$ cat src/rtl/gate_chk_pkg.sv
// Shared types and constants for the gate sweep checker: FSM state encoding,
// settle counter width and the truth tables of the common 2-input gates.
package gate_chk_pkg;

    typedef enum logic [1:0] {
        IDLE  = 2'd0,
        DRIVE = 2'd1,
        DONE  = 2'd2
    } state_e;

    localparam int SETTLE_W = 4;

    localparam logic [3:0] NAND2_TRUTH = 4'b0111;
    localparam logic [3:0] AND2_TRUTH  = 4'b1000;
    localparam logic [3:0] OR2_TRUTH   = 4'b1110;
    localparam logic [3:0] XOR2_TRUTH  = 4'b0110;

endpackage

$ cat src/rtl/gate_chk_vec_gen.sv
// Vector generator for the gate sweep: ascending input vector plus settle
// counter, with a sample strobe at the end of each vector window.
module gate_chk_vec_gen
    import gate_chk_pkg::*;
#(
    parameter int N_IN   = 2,
    parameter int SETTLE = 1
) (
    input  logic            clk,
    input  logic            rst_n,
    input  logic            clear,
    input  logic            run,
    output logic [N_IN-1:0] dut_in,
    output logic            sample,
    output logic            last
);

    localparam logic [SETTLE_W-1:0] SETTLE_C = SETTLE_W'(SETTLE);

    logic [N_IN-1:0]     vec_q, vec_d;
    logic [SETTLE_W-1:0] settle_q, settle_d;

    // The vector wraps to 0 after the last sample, so dut_in rests at 0.
    always_comb begin
        vec_d    = vec_q;
        settle_d = settle_q;
        if (clear) begin
            vec_d    = '0;
            settle_d = '0;
        end else if (run) begin
            if (settle_q == SETTLE_C) begin
                settle_d = '0;
                vec_d    = vec_q + 1'b1;
            end else begin
                settle_d = settle_q + 1'b1;
            end
        end
    end

    always_ff @(posedge clk) begin
        if (!rst_n) begin
            vec_q    <= '0;
            settle_q <= '0;
        end else begin
            vec_q    <= vec_d;
            settle_q <= settle_d;
        end
    end

    assign dut_in = vec_q;
    assign sample = run && (settle_q == SETTLE_C);
    assign last   = &vec_q;

endmodule

$ cat config.mk
export PLATFORM = sky130hd
export DESIGN_NAME = gate_chk_vec_gen
export DESIGN_NICKNAME = d
export VERILOG_FILES = /design/src/rtl/gate_chk_pkg.sv /design/src/rtl/gate_chk_vec_gen.sv
export SDC_FILE = /design/constraint.sdc
export NUM_CORES = 1
export LEC_CHECK = 0
export CORE_AREA = 2 2 39 41
export DETAILED_ROUTE_END_ITERATION = 12
export DIE_AREA = 0 0 41 43
export PLACE_DENSITY = 0.46
export SYNTH_ARGS = -nofsm -noshare
export SYNTH_HDL_FRONTEND = slang
export SYNTH_SLANG_ARGS = --single-unit
$ cat constraint.sdc
create_clock -name clk -period 1.5 [get_ports clk]
set_input_delay 0.3 -clock clk [delete_from_list [all_inputs] [get_ports clk]]
set_output_delay 0.3 -clock clk [all_outputs]
set_load 0.05 [all_outputs]
Word-level counts from Yosys, hierarchy flattened. Cells that the tools add are included.

Register bits after elaboration: 6. Bits in latches: 0. Bits in writable memories: 0. ROM bits: 0. Output and inout bits: 4. Word-level logic and storage cells: 11. Memories: 0.

Add/sub/neg operators: 2. Multipliers: 0. Divide/modulo/power cells: 0. $lt $le $gt $ge: 0. Equal/unequal tests: 1. Shifts and indexed selects: 0. Multiplexer cells: 1. Bitwise gates (word level): 1. Reductions and logical operators: 4.

Operators with widths (number): adder 4 x 1 -> 4 bit, second input constant (1); equality test 4 x 1 -> 1 bit, second input constant (1); 2-to-1 mux 4 bit (1); AND reduction 2 bit (2); adder 2 x 1 -> 2 bit, second input constant (1); OR reduction 2 bit (1); logical AND 1 bit (1); NOT 1 bit (1).

Longest topological paths before layout. Gate-level depths: netlist (run 1).

Word-level depth: 2. Depth in mapped cells: 3.

Worst setup path before layout (run 1). Ideal clock, no wire load.

Path type: register -> register. Start: register settle_q[1]. End: register vec_q[0] (netlist: dut_in[0]). Data arrival time: 1.605 ns. Required time: 1.338 ns. Slack: -0.267 ns. Stages on the path, launching flop included: 4. Path buffers: 0. Clock period less this slack: 1.767 ns. Cell sequence: dfxtp_1 > or3_1 > nor2_1 > o21ai_0.

Cells in the longest elaborated chain, start to end: 2.

RTL lines: from (decl) (line gate_chk_vec_gen.sv:21) `logic [SETTLE_W-1:0] settle_q, settle_d;`; from (signal assigned) (line gate_chk_vec_gen.sv:46) `settle_q <= settle_d;`; equality test 4 x 1 -> 1 bit (line gate_chk_vec_gen.sv:31) `if (settle_q == SETTLE_C) begin`; AND reduction 2 bit (no source line); to (signal assigned) (line gate_chk_vec_gen.sv:45) `vec_q <= vec_d;`; to (decl) (line gate_chk_vec_gen.sv:20) `logic [N_IN-1:0] vec_q, vec_d;`.

Every way passes these cells. A chain may end at the register's enable or synchronous reset.

Final worst setup path (run 1).
Start: register settle_q[2]. End: output sample.

Cells in the longest elaborated chain, start to end: 2.

RTL lines: equality test 4 x 1 -> 1 bit (line gate_chk_vec_gen.sv:51) `assign sample = run && (settle_q == SETTLE_C);`; logical AND 1 bit (line gate_chk_vec_gen.sv:51); to (decl) (line gate_chk_vec_gen.sv:14) `output logic sample,`.

Every way passes these cells.

==> run metrics, run 1 <==
syn avg cell area=8.72 um^2; core area=1380 um^2; WP data required=1.20 ns; FP Rows=14; Setup Crit Path Kind=reg2out; Hold Vio Cnt, Final=0; Worst Slack Setup Final=-0.0108 ns; clk_lat worst skew=0.24 ns; final wirelength=563 um; max-slew violations=0; initial antenna violation count=0; Cells after DPL=56; run status=complete, but fails checks; Leakage=0.185 nW; antenna cells=0; fin crit share=1.01; Final Non-Filler Cells=62; path category of the worst min-delay check=reg2reg; failing checks=negative setup slack; Die Footprint=1760 um^2; Mapped Area=262 um^2; WHS=0.484 ns; P&R area growth vs syn=82.8%; post-synth top area share=0.459; share of cells above drive strength 1=0.435; CTS tree=done; crit end category=primary output; vias per cell=4.24; final design utilization=0.345; CP startpoint kind=register; DR vias=263; largest area contributor in the netlist=dfxtp_1; cts bufs inserted=3; worst IR drop on VDD=298 uV; Final setup viols=1; total gr overflow=0; vias in the first global route=259; Pre-antenna DRT Iters=2; DRT antenna net count=0; Synth Instances=30; pwr/cell area=728 nW/um^2; largest net degree at the start of global routing=6; DRC marker count from the first detailed-route iteration=2; TNS Setup=-0.0108 ns; Hold Buf Count CTS=0; Die Span X=41 um; crit-path max FO=2; post-layout min period=1.51 ns; sequential area share after synthesis=0.459; buffer levels on the longest clock path=2; fmax=662 MHz; GP Congestion=0.659; fillers=139; H-tree depth=1; Yosys warning count=0; first-pass GRT wire length=1000 um; Seq cells post-synth=6; Clock Tree Root=clkbuf_4; flop-to-flop setup slack=0.15 ns; Slew headroom=0.866; # port buffers=7; nets=53; GRT Overall Usage=0.0896; Worst-Margin Slew=0.200 ns; Initial Util=0.189; HPWL Detailed=409 um; IO Pins=8; DRC viols=0; synth unique cells=16; height of the die=43 um; WP data arrival=1.21 ns; Synthesized Nets=35; top cells by area, synth=dfxtp_1 (46%), nand2_1 (7.2%), nor2_1 (7.2%); Layout Skew=0.00222 ns; Worst-path clk slew=0.04 ns; CTS Sinks=6; RSZ-0062 raised after global routing=true; number of max-cap violations=0; DR WL/cell=9.08 um
-- layout make-up --
| cell class | count | area (um^2) | share of cell area |
|---|---|---|---|
| multi-input combinational | 24 | 156 | 0.327 |
| tap | 16 | 20.0 | 0.0419 |
| sequential | 6 | 124 | 0.259 |
| clock buffer | 3 | 22.5 | 0.0471 |
| timing repair buffer | 13 | 155 | 0.325 |
-- cell usage after synthesis --
| library cell | count |
|---|---|
| or3_1 | 1 |
| xor2_1 | 2 |
| a21oi_1 | 1 |
| nand2_1 | 5 |
| nor2b_1 | 1 |
| xnor2_1 | 1 |
| ha_1 | 1 |
| nand3_1 | 1 |
| o21ai_0 | 1 |
| or4_1 | 1 |
| mux2i_1 | 1 |
| nand4_1 | 1 |
| nor2_1 | 5 |
| or3_2 | 1 |
| dfxtp_1 | 6 |
| nand2b_1 | 1 |
-- metrics by stage --
| step | area, um^2 | power, mW | setup slack (ns) |
|---|---|---|---|
| after detailed placement | 417 | 0.203 | -0.0469 |
| after global routing | 478 | 0.372 | -0.0564 |
| final | 478 | 0.348 | -0.0108 |
| after floorplan | 264 | 0.180 | 0.0107 |
| after global placement | 417 | 0.203 | -0.0448 |
| after CTS | 468 | 0.355 | -0.0481 |
-- worst paths after layout --
kind,startpoint,endpoint,cells past startpoint
hold reg to reg,settle_q[1],settle_q[1],2
setup / recovery,settle_q[2],sample,3
hold / removal,settle_q[1],settle_q[1],2
setup reg to reg,settle_q[2],dut_in[0],3
-- critical path, cell delays in order (launching register included) --
cell and delay, ns:
dfxtp_2 0.31, or3_4 0.39, nor2_4 0.12, buf_12 0.14
-- kinds of logic (layout without fill, tap and decap cells) --
family	Yosys count	count (layout)	share of synthesized area
compound gates	2	2	0.0382
xor+xnor	3	3	0.100
fa+ha+maj	1	1	0.0478
buf+inv	0	16	0
flops	6	6	0.459
mux	1	1	0.0383
simple gates	17	17	0.316
-- report_power, final --
group / total [mW] / internal, mW / switching [mW]
Clock: 0.147 / 0.0904 / 0.0562
Combinational: 0.0368 / 0.0213 / 0.0155
Sequential: 0.164 / 0.162 / 0.00260
Total: 0.348 / 0.274 / 0.0742
-- timing repair --
action	in CTS	in global routing
cloned	0	0
gates resized for setup	5	1
setup endpoints to repair	1	1
pin swaps	2	2
setup buffers	2	1
hold endpoints to repair	0	0
-- per-layer routing --
metal	global-route usage	vias to the layer above	wire [um]
li1	-	135	-
met1	0.0909	120	225
met2	0.134	8	303
met3	0.0628	0	34
met4	0.0400	0	0
met5	0	-	0
-- cells in the final DEF (no fill, tap or decap), drive strengths merged --
cell and n:
buf 10, xor2 2, nand4 1, mux2i 1
clkdlybuf4s50 3, or4 1, o21ai 1, nor2b 1
xnor2 1, nand2b 1, or3 2, clkbuf 3
a21oi 1, dfxtp 6, nor2 5, nand3 1
ha 1, nand2 5
-- flip-flops by register name (all words and copies together), names as in the netlist --
register / cells
dut_in: 2
settle_q: 4
(Power assumes the default switching activity.)
==> run 2, diff against run 1 <==
--- a/config.mk
+++ b/config.mk
@@ -11,2 +11,4 @@
 export PLACE_DENSITY = 0.46
+export SETUP_SLACK_MARGIN = 0.2
+export SKIP_CTS_REPAIR_TIMING = 1
 export SYNTH_ARGS = -nofsm -noshare
==> constraint.sdc (replaced) <==
create_clock -name clk -period 1.5 [get_ports clk]
set_input_delay 0.45 -clock clk [delete_from_list [all_inputs] [get_ports clk]]
set_output_delay 0.45 -clock clk [all_outputs]
set_load 0.05 [all_outputs]
==> run metrics, run 2 (synthesized netlist as in run 1, its figures left out) <==
run status=complete, but fails checks; failing checks=negative setup slack; share of cells above drive strength 1=0.477; nets=51; worst flop-to-flop path startpoint=settle_q[2]; IO Pins=8; P&R area growth vs syn=91.4%; fmax=606 MHz; vias in the first global route=207; Final Non-Filler Cells=60; WP data arrival=1.20 ns; final wirelength=572 um; worst r2r path cells=3; post-layout min period=1.65 ns; H-tree depth=1; overall power=0.345 mW; first-pass GRT wire length=814 um; cts bufs inserted=3; crit path cell chain=or3_4 > nor2_4 > buf_12; HPWL Detailed=461 um; Layout Skew=0.00497 ns; Worst-path clk slew=0.05 ns; crit-path max FO=2; Die Footprint=1760 um^2; fillers=133; largest net degree at the start of global routing=6; Pre-antenna DRT Iters=4; Largest Register=settle_q; CP Launch Point=settle_q[2]; antenna cells=0; DRC marker count from the first detailed-route iteration=3; WP data required=1.05 ns; worst IR drop on VDD=260 uV; initial antenna violation count=0; Max stage delay on crit path=0.39 ns; Cells after DPL=56; fin crit share=1.10; number of flip-flops under the largest register name=4; FP Rows=14; Final setup viols=1; number of max-cap violations=0; Die Span X=41 um; pre-CTS setup slack=-0.371 ns; critical path's slowest cell=or3_4; Slew headroom=0.846; Setup Crit Path Kind=reg2out; DR vias=253; max-slew violations=0; GRT Overall Usage=0.0772; WHS Path Cells=2; worst hold endpoint=dut_in[0]; CTS tree=done; Clock Tree Root=clkbuf_4; Leakage=0.207 nW; Hold Vio Cnt, Final=0; # port buffers=7; clk_lat worst skew=0.24 ns; path category of the worst min-delay check=reg2reg; Initial Util=0.189; commonest non-fill, non-tap cells in the layout=nand2_1 (4), nor2_1 (4), buf_12 (4); DR WL/cell=9.53 um; RSZ-0062 raised after global routing=true; final design utilization=0.362; WHS=0.499 ns; height of the die=43 um; total gr overflow=0; pwr/cell area=690 nW/um^2; DRT antenna net count=0; flop-to-flop setup slack=0.26 ns; buffer levels on the longest clock path=2; Worst-Margin Slew=0.231 ns; crit end category=primary output; Worst Slack Setup Final=-0.152 ns; GP Congestion=0.627; vias per cell=4.22; DP Area=443 um^2; DRC viols=0; design area=500 um^2; core area=1380 um^2; CP startpoint kind=register; CTS Sinks=6; TNS Setup=-0.152 ns; worst reg2reg path endpoint=dut_in[0]; hold path start=dut_in[0]
run 2: cell types whose count changed in the layout (fill, tap and decap cells not counted), sizes merged:
| cell | delta |
|---|---|
| buf | -2 |
| dlymetal6s2s | +3 |
| clkdlybuf4s50 | -3 |
run 2: layout make-up:
cell class / count / area [um^2] / area share
repair buffers: 11 / 151 / 0.302
multi-input cells: 24 / 176 / 0.352
flip-flops and latches: 6 / 130 / 0.260
well taps: 16 / 20.0 / 0.0400
clock buffers: 3 / 22.5 / 0.0450
run 2: worst max-delay path, delay by kind of cell, from the launching register on:
family / cells / cell delay (ns)
simple gates: 2 / 0.51
buf+inv: 1 / 0.14
flops: 1 / 0.31
run 2: layer usage:
| layer | share of wire | GRT usage | wire, um |
|---|---|---|---|
| met4 | 0 | 0.0400 | 0 |
| met5 | 0 | 0 | 0 |
| met2 | 0.51 | 0.100 | 289 |
| met1 | 0.38 | 0.0769 | 215 |
| met3 | 0.12 | 0.0785 | 68 |
run 2: worst max-delay path by stage:
| stage | slack [ns] | endpoint | cells after the start |
|---|---|---|---|
| finish | -0.15 | sample | 3 |
| global route | -0.21 | sample | 3 |
| CTS | -0.37 | sample | 4 |
| detailed placement | -0.37 | sample | 4 |
| global placement | -0.35 | sample | 4 |
| floorplan | 0.03 | sample | 2 |
run 2: where the power goes:
| part | internal [mW] | total [mW] | switching [mW] |
|---|---|---|---|
| combinational | 0.0210 | 0.0381 | 0.0171 |
| clock | 0.0903 | 0.146 | 0.0557 |
| sequential | 0.159 | 0.161 | 0.00255 |
| total | 0.270 | 0.345 | 0.0753 |
